**src/rtl/nvme_ctrl_init.sv**
```systemverilog
// NVMe controller enable sequencer: reads CAP, optionally disables the controller
// (NVME_INIT_DISABLE_PHASE_EN), writes CC.EN=1 and polls CSTS until RDY, CFS or timeout.
module nvme_ctrl_init #(
    parameter logic [31:0] CC_CFG         = 32'h0046_0000,
    parameter int unsigned TO_UNIT_CYCLES = 1000,
    parameter int unsigned POLL_GAP       = 4
) (
    input  logic        clk,
    input  logic        reset_n,
    input  logic        start,
    output logic [15:0] reg_addr,
    output logic [31:0] reg_wr_data,
    output logic        reg_wr_en,
    input  logic [31:0] reg_rd_data,
    output logic        busy,
    output logic        done,
    output logic [1:0]  error,
    output logic [63:0] cap
);

    typedef enum logic [2:0] {
        S_IDLE = 3'd0,
        S_RD_A = 3'd1,
        S_RD_D = 3'd2,
        S_WR   = 3'd3,
        S_GAP  = 3'd4,
        S_FIN  = 3'd5
    } state_t;

    typedef enum logic [2:0] {
        PH_CAPL     = 3'd0,
        PH_CAPH     = 3'd1,
        PH_DIS_WR   = 3'd2,
        PH_DIS_POLL = 3'd3,
        PH_ENA_WR   = 3'd4,
        PH_ENA_POLL = 3'd5
    } phase_t;

    localparam logic [15:0] ADDR_CAPL = 16'h0000;
    localparam logic [15:0] ADDR_CAPH = 16'h0004;
    localparam logic [15:0] ADDR_CC   = 16'h0014;
    localparam logic [15:0] ADDR_CSTS = 16'h001C;

    localparam logic [31:0] TO_UNIT  = 32'(TO_UNIT_CYCLES);
    localparam logic [31:0] GAP_N    = 32'(POLL_GAP);
    localparam logic [31:0] GAP_LAST = (GAP_N == 32'd0) ? 32'd0 : (GAP_N - 32'd1);
    // With no gap configured a failed poll re-reads CSTS immediately.
    localparam state_t      RETRY_ST = (GAP_N == 32'd0) ? S_RD_A : S_GAP;
    localparam logic [31:0] CC_ENA   = CC_CFG | 32'h0000_0001;

    state_t      state_r, state_s;
    phase_t      phase_r, phase_s;
    logic        accept_s;
    logic        timeout_s;
    logic [1:0]  fin_err_s;

    logic [31:0] cnt_r;
    logic [31:0] gap_r;
    logic [31:0] budget_r;

    logic [15:0] reg_addr_r,    reg_addr_s;
    logic [31:0] reg_wr_data_r, reg_wr_data_s;
    logic        reg_wr_en_r,   reg_wr_en_s;
    logic        busy_r,        busy_s;
    logic        done_r,        done_s;
    logic [1:0]  error_r,       error_s;
    logic [63:0] cap_r;

    function automatic logic [15:0] phase_addr(input phase_t ph);
        logic [15:0] a;
        case (ph)
            PH_CAPL:     a = ADDR_CAPL;
            PH_CAPH:     a = ADDR_CAPH;
            PH_DIS_WR:   a = ADDR_CC;
            PH_ENA_WR:   a = ADDR_CC;
            PH_DIS_POLL: a = ADDR_CSTS;
            PH_ENA_POLL: a = ADDR_CSTS;
            default:     a = 16'h0000;
        endcase
        return a;
    endfunction

    function automatic logic is_poll(input phase_t ph);
        return (ph == PH_DIS_POLL) || (ph == PH_ENA_POLL);
    endfunction

    // State and phase register.
    always_ff @(posedge clk or negedge reset_n) begin
        if (!reset_n) begin
            state_r <= S_IDLE;
            phase_r <= PH_CAPL;
        end else begin
            state_r <= state_s;
            phase_r <= phase_s;
        end
    end

    // Next-state and phase sequencing; poll decisions use the counter at the data sample.
    always_comb begin
        state_s   = state_r;
        phase_s   = phase_r;
        accept_s  = 1'b0;
        fin_err_s = 2'd0;
        timeout_s = (cnt_r >= budget_r);
        case (state_r)
            S_IDLE, S_FIN: begin
                if (start) begin
                    accept_s = 1'b1;
                    state_s  = S_RD_A;
                    phase_s  = PH_CAPL;
                end else begin
                    state_s  = S_IDLE;
                end
            end
            S_RD_A: begin
                state_s = S_RD_D;
            end
            S_RD_D: begin
                case (phase_r)
                    PH_CAPL: begin
                        phase_s = PH_CAPH;
                        state_s = S_RD_A;
                    end
                    PH_CAPH: begin
`ifdef NVME_INIT_DISABLE_PHASE_EN
                        phase_s = PH_DIS_WR;
`else
                        phase_s = PH_ENA_WR;
`endif
                        state_s = S_WR;
                    end
`ifdef NVME_INIT_DISABLE_PHASE_EN
                    PH_DIS_POLL: begin
                        if (!reg_rd_data[0]) begin
                            phase_s = PH_ENA_WR;
                            state_s = S_WR;
                        end else if (timeout_s) begin
                            fin_err_s = 2'd3;
                            state_s   = S_FIN;
                        end else begin
                            state_s   = RETRY_ST;
                        end
                    end
`endif
                    PH_ENA_POLL: begin
                        if (reg_rd_data[1]) begin
                            fin_err_s = 2'd2;
                            state_s   = S_FIN;
                        end else if (reg_rd_data[0]) begin
                            fin_err_s = 2'd0;
                            state_s   = S_FIN;
                        end else if (timeout_s) begin
                            fin_err_s = 2'd1;
                            state_s   = S_FIN;
                        end else begin
                            state_s   = RETRY_ST;
                        end
                    end
                    default: begin
                        state_s = S_IDLE;
                    end
                endcase
            end
            S_WR: begin
                state_s = S_RD_A;
                if (phase_r == PH_DIS_WR) begin
                    phase_s = PH_DIS_POLL;
                end else begin
                    phase_s = PH_ENA_POLL;
                end
            end
            S_GAP: begin
                if (gap_r >= GAP_LAST) begin
                    state_s = S_RD_A;
                end else begin
                    state_s = S_GAP;
                end
            end
            default: begin
                state_s = S_IDLE;
            end
        endcase
    end

    // Next values of the registered outputs, derived from the state being entered.
    always_comb begin
        reg_addr_s    = 16'h0000;
        reg_wr_data_s = 32'h0000_0000;
        reg_wr_en_s   = 1'b0;
        busy_s        = 1'b0;
        done_s        = done_r;
        error_s       = error_r;
        case (state_s)
            S_RD_A, S_RD_D: begin
                reg_addr_s = phase_addr(phase_s);
                busy_s     = 1'b1;
            end
            S_WR: begin
                reg_addr_s    = ADDR_CC;
                reg_wr_data_s = (phase_s == PH_ENA_WR) ? CC_ENA : 32'h0000_0000;
                reg_wr_en_s   = 1'b1;
                busy_s        = 1'b1;
            end
            S_GAP: begin
                busy_s = 1'b1;
            end
            S_FIN: begin
                done_s  = 1'b1;
                error_s = fin_err_s;
            end
            default: begin
                busy_s = 1'b0;
            end
        endcase
        if (accept_s) begin
            done_s  = 1'b0;
            error_s = 2'd0;
        end else begin
            done_s  = done_s;
        end
    end

    // Registered outputs.
    always_ff @(posedge clk or negedge reset_n) begin
        if (!reset_n) begin
            reg_addr_r    <= 16'h0000;
            reg_wr_data_r <= 32'h0000_0000;
            reg_wr_en_r   <= 1'b0;
            busy_r        <= 1'b0;
            done_r        <= 1'b0;
            error_r       <= 2'd0;
        end else begin
            reg_addr_r    <= reg_addr_s;
            reg_wr_data_r <= reg_wr_data_s;
            reg_wr_en_r   <= reg_wr_en_s;
            busy_r        <= busy_s;
            done_r        <= done_s;
            error_r       <= error_s;
        end
    end

    // CAP capture and timeout budget, latched at the end of each CAP data phase.
    always_ff @(posedge clk or negedge reset_n) begin
        if (!reset_n) begin
            cap_r    <= 64'h0;
            budget_r <= 32'h0;
        end else if (state_r == S_RD_D && phase_r == PH_CAPL) begin
            cap_r[31:0] <= reg_rd_data;
            budget_r    <= 32'(({24'h00_0000, reg_rd_data[31:24]} + 32'd1) * TO_UNIT);
        end else if (state_r == S_RD_D && phase_r == PH_CAPH) begin
            cap_r[63:32] <= reg_rd_data;
        end else begin
            cap_r    <= cap_r;
            budget_r <= budget_r;
        end
    end

    // Poll-phase cycle counter (saturating) and inter-poll gap counter.
    always_ff @(posedge clk or negedge reset_n) begin
        if (!reset_n) begin
            cnt_r <= 32'h0;
            gap_r <= 32'h0;
        end else begin
            if (state_r == S_WR) begin
                cnt_r <= 32'h0;
            end else if (is_poll(phase_r) && state_r != S_IDLE && state_r != S_FIN) begin
                cnt_r <= (cnt_r == 32'hFFFF_FFFF) ? cnt_r : (cnt_r + 32'd1);
            end else begin
                cnt_r <= cnt_r;
            end
            if (state_r == S_GAP) begin
                gap_r <= gap_r + 32'd1;
            end else begin
                gap_r <= 32'h0;
            end
        end
    end

    assign reg_addr    = reg_addr_r;
    assign reg_wr_data = reg_wr_data_r;
    assign reg_wr_en   = reg_wr_en_r;
    assign busy        = busy_r;
    assign done        = done_r;
    assign error       = error_r;
    assign cap         = cap_r;

endmodule
```
**config.mk**
```make
export PLATFORM = sky130hd
export DESIGN_NAME = nvme_ctrl_init
export DESIGN_NICKNAME = d
export VERILOG_FILES = /design/src/rtl/nvme_ctrl_init.sv
export SDC_FILE = /design/constraint.sdc
export NUM_CORES = 1
export LEC_CHECK = 0
export CORE_ASPECT_RATIO = 0.7
export CORE_MARGIN = 1.5
export CORE_UTILIZATION = 50
export CTS_BUF_LIST = sky130_fd_sc_hd__clkbuf_4 sky130_fd_sc_hd__clkbuf_8 sky130_fd_sc_hd__clkbuf_16
export DETAILED_ROUTE_END_ITERATION = 16
export PLACE_DENSITY = 0.72
export SLEW_MARGIN = 20
export SYNTH_ARGS = -nofsm -noshare
export SYNTH_HDL_FRONTEND = slang
export SYNTH_SLANG_ARGS = --single-unit
```
**constraint.sdc**
```tcl
create_clock -name clk -period 3 [get_ports clk]
set_clock_uncertainty 0.1 [all_clocks]
set_input_delay 0.6 -clock clk [delete_from_list [all_inputs] [get_ports clk]]
set_output_delay 0.6 -clock clk [all_outputs]
set_load 0.01 [all_outputs]
```
==> flow_summary.yaml, run 1 <==
drt:
  vias_per_cell: 5.396
  post-route-drc-count: 0
  final_antenna_net_count: 0
  post_drt_wl_per_cell_um: 16.15
  drtIter0Drc: 532
  drt-pass1-iter-count: 5
  vias: 8083
  routed_wl_um: 24190
final_layout:
  final_core_util_pct: 67.00
  diodes: 0
  final_cell_mix: "nand2_1, dfrtp_1, clkdlybuf4s50_1"
  final_common_cell: "nand2_1"
  fillers: 1453
  syn_to_final_growth_pct: 31.50
  nNetsFinal: 1361
  drive_gt1_share_pct: 17.83
pwr:
  power.internal_uw: 6920
  swShare_pct: 39.96
  power_switching_uw: 4607
  power.share.clock_pct: 19.0
  leakagePower_uw: 0.005863
  p_per_area_nw_per_um2: 911.9
  ir_worst_vdd_v: 0.0005969
  total_power_uw: 11530
  combPwrFrac_pct: 53.3
  power_frac_seq_pct: 27.7
synth:
  synth_top_cell_area_share_pct: 41.39
  synth_largest_area_cell: "dfrtp_1"
  synth_seq_cells: 159
  ys_async_sr_fraction_pct: 100.0
  syn_avg_cell_area_sq_um: 9.052
  yosysSeqAreaShare_pct: 41.39
  synth_warnings: 0
  synthTopCellsByArea: "dfrtp_1, nand2_1, ha_1, fa_1, buf_4"
  syn_area_sq_um: 9613
  synth_edf_count: 0
  syn-instance-count: 1062
  yosys_most_used_dff: "dfrtp_1"
  synth_cell_type_count: 68
floorplan:
  coreArea_sq_um: 18870
  initial_core_util_pct: 50.96
  dieArea_sq_um: 20080
  rows: 42
  die_x_um: 168.7
  die_h_um: 119.0
  ioPinCount: 152
global_route:
  grt_usage_pct: 25.57
  grt_max_degree: 50
  grt_antenna_before_repair: 0
  grt_pass1_vias: 8250
  grt_pass1_wl_um: 40980
  grt_overflow_total: 0
setup_path:
  cp_max_fo: 3
  crit_path_end_kind: "register"
  crit_type: "in -> reg"
  critical_path_arrival_ps: 4410
  setup.worst_path.start_class: "input pin"
  worstPathRequired_ps: 3270
sta:
  fmax_mhz: 241.4
  min_period_over_period_pct: 138.1
  tightest_slew_ps: 834.0
  timing.hold.ws_ps: 376.9
  fin_crit_ps: 4142
  hold_violations: 0
  relSlewSlack_pct: 44.40
  drv_slew: 0
  rsz0062_at_grt: "yes"
  layout_setup_ws_ps: -1142
  setup_viol: 11
status:
  status: "complete, but fails checks"
  failed_checks: "negative setup slack"
placed_design:
  io_buffers: 110
  place_congestion: 0.8625
  dpl.hpwl_um: 16800
clock_tree:
  htree_levels: 4
  cts_tree: "done"
  clk_pin_slew_worst_paths_ps: 70
  cts.sinks: 159
  clkLatencyLatePin_ps: 440
  cts_root_buf: "clkbuf_16"
  clock_path_buffers: 2
  cts_made_buffers: 17
hold_path:
  min_path_type: "reg -> reg"
job:
  drv_cap: 0
==> area by class of cell <==
cell class	count	area (sq um)	area share, %
multi-input cells	793	5630	44.54
flip-flops and latches	159	3979	31.48
repair buffers	202	1857	14.69
clock buffers	17	425.4	3.365
well taps	242	302.8	2.395
inverters	70	265.3	2.098
clock inverters	15	181.4	1.435
==> stage by stage <==
step	TNS (ps)	cells	setup slack, ps	area, sq um
final	-10120	1498	-1142	12640
after global routing	-11520	1498	-1299	12640
after CTS	-10020	1496	-1158	12500
after detailed placement	-21530	1447	-2178	11580
after global placement	-20790	1447	-2085	11580
after floorplan	-12470	1102	-1447	10100
==> logic make-up after synthesis <==
kind of cell | count (synthesis) | share of synthesized area [%]
compound gates | 146 | 9.892
flops | 159 | 41.39
buf+inv | 150 | 7.731
other cells | 1 | 0.03901
simple gates | 470 | 23.19
mux | 10 | 1.067
xor+xnor | 42 | 3.827
fa+ha+maj | 84 | 12.86
==> synth_stat cells (8+ instances only) <==
library cell  instances
nand2_1             257
dfrtp_1             159
inv_1                70
ha_1                 58
buf_4                44
nor2_1               44
o21ai_0              43
nand3_1              32
a21oi_1              31
clkbuf_1             29
fa_1                 25
xor2_1               24
nand4_1              20
xnor2_1              18
or3_1                17
nor3_1               16
nor4_1               16
nand2b_1             13
o211ai_1             13
and3_1               12
or4_1                11
mux2i_1               8
==> routing by layer <==
metal	up-vias	track usage, %	share of wire, %
li1	3900	-	-
met1	3951	35.39	47
met2	224	38.74	44
met3	8	8.541	8.6
met4	0	6.194	0.48
met5	-	0	0
==> what timing repair did <==
action	in CTS	in global routing
endpoints found under the hold margin	14	0
pin swaps	38	11
cloned	0	0
resized for setup	74	20
setup endpoints to repair	12	12
setup buffers	16	2
hold buffers	1	0
==> flip-flops by register name, summed over array words and instances (netlist names) <==
signal,cells
reg_wr_data,1
cnt_r,32
reg_wr_en,1
done,1
gap_r,32
busy,1
budget_r,16
error,2
phase_r,3
cap,64
reg_addr,3
state_r,3
==> final timing paths <==
path / start / end / slack (ps) / cells past startpoint
setup / recovery: reg_rd_data[25] / budget_r[18] / -1140 / 16
hold / removal: cap[62] / cap[62] / 380 / 2
setup reg to reg: phase_r[2] / cnt_r[19] / 400 / 5
hold reg to reg: cap[62] / cap[62] / 380 / 2
max in group asynchronous: reset_n / cap[42] / 1400 / 3
min in group asynchronous: reset_n / gap_r[29] / 560 / 2
==> worst max-delay path, cell delays in order <==
cell,delay [ps]
buf_8,100
ha_4,160
buf_4,130
xor2_2,170
inv_2,70
fa_1,460
fa_1,510
inv_1,50
fa_1,470
fa_2,600
ha_4,210
o21ai_2,80
o21ai_2,130
a211oi_2,290
mux2_4,330
o21ai_2,50
==> power groups by stage <==
stage	registers [uW]	logic [uW]	clock network [uW]
after floorplan	3360	2990	0
after global placement	3190	5260	0
after detailed placement	3200	5360	0
after CTS	3180	5820	2230
after global routing	3270	6770	2320
final	3190	6150	2190
No activity file was read; power rests on OpenSTA's default activity.
==> run 2, diff against run 1 <==
--- a/config.mk
+++ b/config.mk
@@ -5,10 +5,12 @@
 export SDC_FILE = /design/constraint.sdc
 export NUM_CORES = 1
 export LEC_CHECK = 0
+export ABC_CLOCK_PERIOD_IN_PS = 3000
 export CORE_ASPECT_RATIO = 0.7
 export CORE_MARGIN = 1.5
 export CORE_UTILIZATION = 50
 export CTS_BUF_LIST = sky130_fd_sc_hd__clkbuf_4 sky130_fd_sc_hd__clkbuf_8 sky130_fd_sc_hd__clkbuf_16
+export CTS_CLUSTER_DIAMETER = 120
 export DETAILED_ROUTE_END_ITERATION = 16
 export PLACE_DENSITY = 0.72
 export SLEW_MARGIN = 20
==> results of run 2 <==
No change in the layout: final DEF, timing and power equal those of run 1.
==> run 3, diff against run 2 <==
--- a/config.mk
+++ b/config.mk
@@ -5,6 +5,7 @@
 export SDC_FILE = /design/constraint.sdc
 export NUM_CORES = 1
 export LEC_CHECK = 0
+export ABC_AREA = 0
 export ABC_CLOCK_PERIOD_IN_PS = 3000
 export CORE_ASPECT_RATIO = 0.7
 export CORE_MARGIN = 1.5
==> results of run 3 <==
No change in the layout: final DEF, timing and power equal those of run 1.
